<file path="config.mk">
export PLATFORM = sky130hd
export DESIGN_NAME = multicycle_control
export DESIGN_NICKNAME = d
export VERILOG_FILES = /design/src/rtl/multicycle_control.sv
export SDC_FILE = /design/constraint.sdc
export NUM_CORES = 1
export LEC_CHECK = 0
export CAP_MARGIN = 25
export CORE_UTILIZATION = 30
export CTS_BUF_LIST = sky130_fd_sc_hd__clkbuf_4
export DETAILED_ROUTE_END_ITERATION = 10
export GPL_ROUTABILITY_DRIVEN = 1
export PLACE_DENSITY_LB_ADDON = 0.2
export SYNTH_ARGS = -nofsm -noshare
export SYNTH_HDL_FRONTEND = slang
export SYNTH_SLANG_ARGS = --single-unit
export TNS_END_PERCENT = 50
</file>
<file path="constraint.sdc">
create_clock -name clk -period 2 [get_ports clk]
set_input_delay 0.4 -clock clk [delete_from_list [all_inputs] [get_ports clk]]
set_output_delay 0.4 -clock clk [all_outputs]
set_load 0.1 [all_outputs]
</file>
<file path="src/rtl/multicycle_control.sv">
// multicycle_control
// Multicycle datapath controller. Sequences fetch, decode, execute, memory and
// write-back steps for R-type, addi, lw, sw, beq, bne and j. Memory accesses in
// FETCH, MEM_RD and MEM_WR wait for mem_ready. An opcode it does not recognise
// halts the controller in TRAP until reset.
//
// Optional build macro: CTRL_MEM_TIMEOUT_EN
//   When defined, a wait counter bounds consecutive memory-wait cycles and
//   traps with cause 10 once it reaches TIMEOUT_CYCLES.
//
// Ports:
//   clk, reset           rising-edge clock, synchronous active-high reset
//   opcode               opcode from the instruction register (not latched)
//   zero                 ALU zero flag, used by BRANCH
//   mem_ready            memory completes the current access this cycle
//   pcWrite, pcSource    PC load enable / PC source select
//   MuxAlu1Sel, Mux4Sel  ALU operand selects
//   ALUOp                1 = ADD, 2 = SUB, 7 = decode funct
//   IMemRead, DMemRead, wrMem, Load_ir, LoadMDR   memory strobes and loads
//   regAWrite, regBWrite, AluOutWrite              datapath register loads
//   regWrite, regDst, memtoReg                     register-file write controls
//   trap, trap_cause     halt flag and cause (01 illegal opcode, 10 timeout)
//   state_out            current state, for debug
module multicycle_control #(
  parameter int OPCODE_W       = 6,
  parameter int ALUOP_W        = 3,
  parameter int STATE_W        = 4,
  parameter int TIMEOUT_CYCLES = 255
) (
  input  logic                clk,
  input  logic                reset,
  input  logic [OPCODE_W-1:0] opcode,
  input  logic                zero,
  input  logic                mem_ready,
  output logic                pcWrite,
  output logic [1:0]          pcSource,
  output logic                MuxAlu1Sel,
  output logic [1:0]          Mux4Sel,
  output logic [ALUOP_W-1:0]  ALUOp,
  output logic                IMemRead,
  output logic                DMemRead,
  output logic                wrMem,
  output logic                Load_ir,
  output logic                LoadMDR,
  output logic                regAWrite,
  output logic                regBWrite,
  output logic                AluOutWrite,
  output logic                regWrite,
  output logic                regDst,
  output logic                memtoReg,
  output logic                trap,
  output logic [1:0]          trap_cause,
  output logic [STATE_W-1:0]  state_out
);

  typedef enum logic [3:0] {
    RST     = 4'd0,
    FETCH   = 4'd1,
    DECODE  = 4'd2,
    EXEC_R  = 4'd3,
    R_WB    = 4'd4,
    ADDR    = 4'd5,
    MEM_RD  = 4'd6,
    LD_WB   = 4'd7,
    MEM_WR  = 4'd8,
    BRANCH  = 4'd9,
    JUMP    = 4'd10,
    ADDI_EX = 4'd11,
    ADDI_WB = 4'd12,
    TRAP    = 4'd13
  } state_t;

  localparam logic [OPCODE_W-1:0] OP_RTYPE = OPCODE_W'(6'h00);
  localparam logic [OPCODE_W-1:0] OP_J     = OPCODE_W'(6'h02);
  localparam logic [OPCODE_W-1:0] OP_BEQ   = OPCODE_W'(6'h04);
  localparam logic [OPCODE_W-1:0] OP_BNE   = OPCODE_W'(6'h05);
  localparam logic [OPCODE_W-1:0] OP_ADDI  = OPCODE_W'(6'h08);
  localparam logic [OPCODE_W-1:0] OP_LW    = OPCODE_W'(6'h23);
  localparam logic [OPCODE_W-1:0] OP_SW    = OPCODE_W'(6'h2B);

  localparam logic [ALUOP_W-1:0] ALU_ADD   = ALUOP_W'(3'd1);
  localparam logic [ALUOP_W-1:0] ALU_SUB   = ALUOP_W'(3'd2);
  localparam logic [ALUOP_W-1:0] ALU_FUNCT = ALUOP_W'(3'd7);

  localparam logic [1:0] CAUSE_NONE    = 2'b00;
  localparam logic [1:0] CAUSE_ILLEGAL = 2'b01;
  localparam logic [1:0] CAUSE_TIMEOUT = 2'b10;

  state_t     state_r;
  state_t     next_s;
  logic [1:0] cause_r;
  logic [1:0] causeNext_s;

`ifdef CTRL_MEM_TIMEOUT_EN
  localparam int WAIT_W = ($clog2(TIMEOUT_CYCLES + 1) > 8) ? $clog2(TIMEOUT_CYCLES + 1) : 8;
  logic [WAIT_W-1:0] waitCnt_r;
  logic              waitState_s;
  assign waitState_s = (state_r == FETCH) || (state_r == MEM_RD) || (state_r == MEM_WR);
`endif

  // Next-state and trap-cause selection.
  always_comb begin
    next_s      = state_r;
    causeNext_s = cause_r;
    case (state_r)
      RST:     next_s = FETCH;
      FETCH:   next_s = mem_ready ? DECODE : FETCH;
      DECODE: begin
        case (opcode)
          OP_RTYPE:      next_s = EXEC_R;
          OP_LW, OP_SW:  next_s = ADDR;
          OP_BEQ, OP_BNE: next_s = BRANCH;
          OP_J:          next_s = JUMP;
          OP_ADDI:       next_s = ADDI_EX;
          default: begin
            next_s      = TRAP;
            causeNext_s = CAUSE_ILLEGAL;
          end
        endcase
      end
      EXEC_R:  next_s = R_WB;
      R_WB:    next_s = FETCH;
      ADDR:    next_s = (opcode == OP_LW) ? MEM_RD : MEM_WR;
      MEM_RD:  next_s = mem_ready ? LD_WB : MEM_RD;
      LD_WB:   next_s = FETCH;
      MEM_WR:  next_s = mem_ready ? FETCH : MEM_WR;
      BRANCH:  next_s = FETCH;
      JUMP:    next_s = FETCH;
      ADDI_EX: next_s = ADDI_WB;
      ADDI_WB: next_s = FETCH;
      TRAP:    next_s = TRAP;
      default: next_s = RST;  // encodings 14 and 15 recover through RST
    endcase
`ifdef CTRL_MEM_TIMEOUT_EN
    if (waitState_s && !mem_ready && (waitCnt_r == WAIT_W'(TIMEOUT_CYCLES))) begin
      next_s      = TRAP;
      causeNext_s = CAUSE_TIMEOUT;
    end else begin
      causeNext_s = causeNext_s;
    end
`endif
  end

  // State, trap cause and (optionally) the memory-wait counter.
  always_ff @(posedge clk) begin
    if (reset) begin
      state_r <= RST;
      cause_r <= CAUSE_NONE;
`ifdef CTRL_MEM_TIMEOUT_EN
      waitCnt_r <= '0;
`endif
    end else begin
      state_r <= next_s;
      cause_r <= causeNext_s;
`ifdef CTRL_MEM_TIMEOUT_EN
      // Count only uninterrupted waits within one state.
      if (mem_ready || (next_s != state_r) || !waitState_s) begin
        waitCnt_r <= '0;
      end else begin
        waitCnt_r <= waitCnt_r + WAIT_W'(1);
      end
`endif
    end
  end

  // Output decode from the current state (plus mem_ready and zero).
  always_comb begin
    pcWrite     = 1'b0;
    pcSource    = 2'b00;
    MuxAlu1Sel  = 1'b0;
    Mux4Sel     = 2'b00;
    ALUOp       = '0;
    IMemRead    = 1'b0;
    DMemRead    = 1'b0;
    wrMem       = 1'b0;
    Load_ir     = 1'b0;
    LoadMDR     = 1'b0;
    regAWrite   = 1'b0;
    regBWrite   = 1'b0;
    AluOutWrite = 1'b0;
    regWrite    = 1'b0;
    regDst      = 1'b0;
    memtoReg    = 1'b0;
    trap        = 1'b0;
    trap_cause  = CAUSE_NONE;
    case (state_r)
      FETCH: begin
        IMemRead = 1'b1;
        Mux4Sel  = 2'b01;
        ALUOp    = ALU_ADD;
        Load_ir  = mem_ready;
        pcWrite  = mem_ready;
      end
      DECODE: begin
        regAWrite   = 1'b1;
        regBWrite   = 1'b1;
        Mux4Sel     = 2'b11;
        ALUOp       = ALU_ADD;
        AluOutWrite = 1'b1;
      end
      EXEC_R: begin
        MuxAlu1Sel  = 1'b1;
        ALUOp       = ALU_FUNCT;
        AluOutWrite = 1'b1;
      end
      R_WB: begin
        regWrite = 1'b1;
        regDst   = 1'b1;
      end
      ADDR, ADDI_EX: begin
        MuxAlu1Sel  = 1'b1;
        Mux4Sel     = 2'b10;
        ALUOp       = ALU_ADD;
        AluOutWrite = 1'b1;
      end
      MEM_RD: begin
        DMemRead = 1'b1;
        LoadMDR  = mem_ready;
      end
      LD_WB: begin
        regWrite = 1'b1;
        memtoReg = 1'b1;
      end
      MEM_WR:  wrMem = 1'b1;
      BRANCH: begin
        MuxAlu1Sel = 1'b1;
        ALUOp      = ALU_SUB;
        pcSource   = 2'b01;
        if (opcode == OP_BEQ) begin
          pcWrite = zero;
        end else if (opcode == OP_BNE) begin
          pcWrite = !zero;
        end else begin
          pcWrite = 1'b0;
        end
      end
      JUMP: begin
        pcSource = 2'b10;
        pcWrite  = 1'b1;
      end
      ADDI_WB: regWrite = 1'b1;
      TRAP: begin
        trap       = 1'b1;
        trap_cause = cause_r;
      end
      default: trap = 1'b0;
    endcase
  end

  assign state_out = STATE_W'(state_r);

endmodule

</file>
[Yosys cells after proc, flatten, opt, wreduce, memory -nomap -nowiden]
Index checks and enable logic that the tools add are counted.
W data, S select, Z words.
Cells by class
  equality and inequality tests: 19
  muxes and demuxes: 25
  bitwise gates (word level): 1
  reductions and logical operators: 13
Operators with widths (number)
  $pmux W4 S9: 1
  $eq A4 B4 Y1 const B: 6
  $pmux W4 S5: 1
  $eq A4 B3 Y1 const B: 4
  $mux W1: 16
  $eq A6 B3 Y1 const B: 2
  $eq A6 B6 Y1 const B: 2
  $reduce_or A4 Y1: 3
  $pmux W3 S3: 1
  $eq A4 B2 Y1 const B: 2
  $mux W4: 2
  $reduce_or A7 Y1: 1
  $eq A6 B2 Y1 const B: 1
  $eq A6 B4 Y1 const B: 1
  $logic_not A6 Y1: 1
  $pmux W2 S3: 1
  $reduce_or A2 Y1: 3
  $reduce_or A6 Y1: 1
  $eq A4 B1 Y1 const B: 1
  $logic_not A4 Y1: 1
  $pmux W2 S2: 1
  $pmux W1 S3: 1
  $reduce_or A3 Y1: 1
  $mux W2: 1
  3 further kinds: 3
Storage, ports and cells
  register bits after elaboration: 5
  input port bits: 10
  word-level logic and storage cells: 60

[Longest topological paths before layout]
  depth in word-level cells: 4
  depth in mapped cells: 6

[Least setup slack after synthesis]
OpenSTA, ideal clock, no wires.
  kind: reg-to-output
  start point: reg state_r[1], in the netlist state_out[1]
  end point: out Mux4Sel[1]
  data arrival time: 4.592 ns
  path slack: -2.992 ns
  cell stages (with the launch flop): 5
  buffers on the path: 1
  cells stage by stage: dfxtp_1 -> buf_2 -> nand2b_1 -> nor3_1 -> o21bai_1
Between the ends
  longest elaborated chain between the ends: 3
  elaborated cells between the ends (all ways): 6
  those cells by class: 4 x eq/ne; 1 x mux; 1 x reduce/logical
RTL lines
  start: declaration: line 89  | state_t state_r;
  start signal: assignment: line 153  | state_r <= next_s;
  $eq A4 B3 Y1 / $eq A4 B4 Y1 (equally long branches): line 186  | case (state_r)
  $reduce_or A2 Y1: line 186
  $pmux W2 S3 *: line 186
  end: declaration: line 38  | output logic [1:0] Mux4Sel,
Mark *: on every way between the ends. The rest lies on a longest branch, timed or not.

[Worst setup path after layout]
  start point: in mem_ready
  end point: out pcWrite
Between the ends
  longest elaborated chain between the ends: 1
RTL lines
  start: declaration: line 34  | input logic mem_ready,
  $pmux W1 S3: line 186
  end: declaration: line 35  | output logic pcWrite,
No other way between the ends.

==> flow_metrics.env <==
export IMPL_cp_data_required_time_ns=1.60
export IMPL_timing_fmax_ghz=0.511
export IMPL_drtPass1Iterations=4
export IMPL_finalSetupViolations=0
export IMPL_ir_worst_vdd_mv=0.478
export IMPL_fin_tns_setup_ns=0
export IMPL_postLayoutCoreUtil_pct=79.7
export IMPL_p_per_area_nw_per_um2=532
export IMPL_cts_htree_levels=1
export IMPL_dieWidth_um=49.5
export IMPL_synth_edf_count=0
export IMPL_maxCapViolCount=0
export IMPL_numPortBuffers=35
export IMPL_finalHoldViolations=0
export IMPL_antenna_found_initial=0
export IMPL_syn_num_nets=117
export IMPL_grt_max_degree=16
export IMPL_routed_wl_um=2580
export IMPL_synthCells=107
export IMPL_async_flop_share_pct=0
export IMPL_yosys_top_cells_area="dfxtp_1 (15%), nor2_1 (9.4%), nor3_1 (5.9%), nand2_1 (5.0%), nor2b_1 (3.7%)"
export IMPL_drt_initial_drc_count=22
export IMPL_fill_cells=132
export IMPL_start_util_pct=33.1
export IMPL_crit_path_start_kind="input pin"
export IMPL_synth_top_flop_cell="dfxtp_1"
export IMPL_ios=37
export IMPL_grt_pass1_wl_um=4240
export IMPL_track_usage_pct=22.0
export IMPL_drc=0
export IMPL_r2r_end="state_out[3]"
export IMPL_register_area_um2=115
export IMPL_multi_input_area_um2=646
export IMPL_drive_above_1_share_pct=51.3
export IMPL_routabilityCongestion=0.915
export IMPL_min_from="cause_r[0]"
export IMPL_reg2reg_slack_ns=0.63
export IMPL_ys_seq_area_share_pct=14.8
export IMPL_worstPathArrival_ns=1.56
export IMPL_p_total_uw=865
export IMPL_placed_cells=171
export IMPL_final_setup_skew_ns=0.00357
export IMPL_vias_per_cell=5.43
export IMPL_r2r_start="state_out[2]"
export IMPL_grt_pass1_vias=973
export IMPL_ys_ff_latch=5
export IMPL_fin_cells=183
export IMPL_clk_latency_ns=0.24
export IMPL_nNetsFinal=167
export IMPL_clk_path_buf_depth=2
export IMPL_cts_sinks=5
export IMPL_period_minus_slack_ns=1.96
export IMPL_final_common_cell="buf_12"
export IMPL_finalMaxSlewViolations=0
export IMPL_yosysWarnings=0
export IMPL_routedWlPerCell_um=14.1
export IMPL_cts_clk_slew_worst_paths_ns=0.04
export IMPL_hold_path_class="flop to flop"
export IMPL_ys_types=38
export IMPL_core_um2=2040
export IMPL_die_h_um=49.5
export IMPL_cts_tree="built"
export IMPL_antenna_left=0
export IMPL_netlist_area_um2=677
export IMPL_dpl_hpwl_um=1960
export IMPL_yosys_area_top_type="dfxtp_1"
export IMPL_status="complete, no violations"
export IMPL_layout_common_cells="buf_12 (26), buf_4 (21), nor2_1 (12), nand2_1 (8)"
export IMPL_grt_ovfl_total=0
export IMPL_clockRootBuffer="clkbuf_4"
export IMPL_syn_area_per_cell_um2=6.33
export IMPL_critPathKind="input pin to output port"
export IMPL_syn_to_final_growth_pct=140
export IMPL_synth_top_cell_area_share_pct=14.8
export IMPL_endpoint_kind="output port"
export IMPL_startpoint="mem_ready"
export IMPL_crit_path_end="pcWrite"
export IMPL_cts_buffers=3
export IMPL_worst_r2r_cell_count=4
export IMPL_p_leak_nw=0.667
export IMPL_finalCritPeriodShare_pct=97.8
export IMPL_num_rows=16
export IMPL_grt_setup_unrepaired="no"
export IMPL_path_max_fanout=3
export IMPL_die_area_um2=2450
export IMPL_antenna_cells=0
export IMPL_num_vias=993
## cell families after synthesis
family | Yosys count | synth area share, %
other | 1 | 0.554
xor gates and xnor gates | 1 | 1.29
muxes | 1 | 1.48
AOI/OAI and AO/OA | 27 | 30.1
DFF | 5 | 14.8
buffers and inverters | 16 | 11.5
and+or+nand+nor | 56 | 40.3
## routing by layer
layer	vias to the layer above	GRT usage [%]	share of wire [%]
met2	44	42.9	54
met3	2	4.94	5.8
met5	-	0	0
li1	493	-	-
met1	454	24.1	40
met4	0	3.81	0.50
## critical path, stage by stage
cell,delay [ns]
clkdlybuf4s50_1,0.48
a31oi_1,0.33
o32ai_4,0.16
buf_12,0.19
## synthesized netlist by cell type, drive strengths merged, types with 2 or more instances
cell and count:
nor2b 4, o2111ai 2, buf 6, dfxtp 5, nor2 17, a21oi 2
a31oi 3, and2 3, nand2b 3, inv 4, o21a 2, clkbuf 6
and3 2, nand2 9, a211oi 3, o21ai 3, o41ai 2, or4 2
or2 2, nor3 8, nor4 2, nand3 4
## stage by stage
stage               hold slack [ns]  instance area [um^2]  setup WS (ns)
global placement              0.519                  1500        -0.0785
global route                  0.554                  1630        0.00376
detailed placement            0.520                  1500         -0.131
floorplan                     0.463                   843         -0.530
CTS                           0.534                  1590        0.00331
finish                        0.528                  1630         0.0430
## sequential cells by signal (all words and copies together) (netlist names)
name / count
state_out: 4
cause_r: 1
## report_power, final
part           leakage, nW  internal, mW  switching [mW]
registers           0.0436         0.106          0.0174
clock network       0.0184        0.0890          0.0417
logic                0.605         0.226           0.385
## how the worst min path moves through the flow
stage,end,slack (ns),depth (start not counted)
final,cause_r[0],0.53,1
after global routing,cause_r[0],0.55,1
after CTS,cause_r[0],0.53,1
after detailed placement,cause_r[0],0.52,1
after global placement,cause_r[0],0.52,1
after floorplan,state_out[1],0.46,1
## cell type report
class | count | area share, %
repair buffers | 57 | 48.2
multi-input cells | 86 | 39.7
flip-flops and latches | 5 | 7.07
well taps | 27 | 2.08
clock buffers | 4 | 1.84
inverters | 4 | 1.15
## what timing repair did
action / in CTS / in global routing
gates resized for setup: 6 / 6
setup endpoints to repair: 3 / 3
buffers inserted: 5 / 3
pin swaps: 4 / 3
hold buffers: 0 / 0
Power figures use the tool's default switching activity.
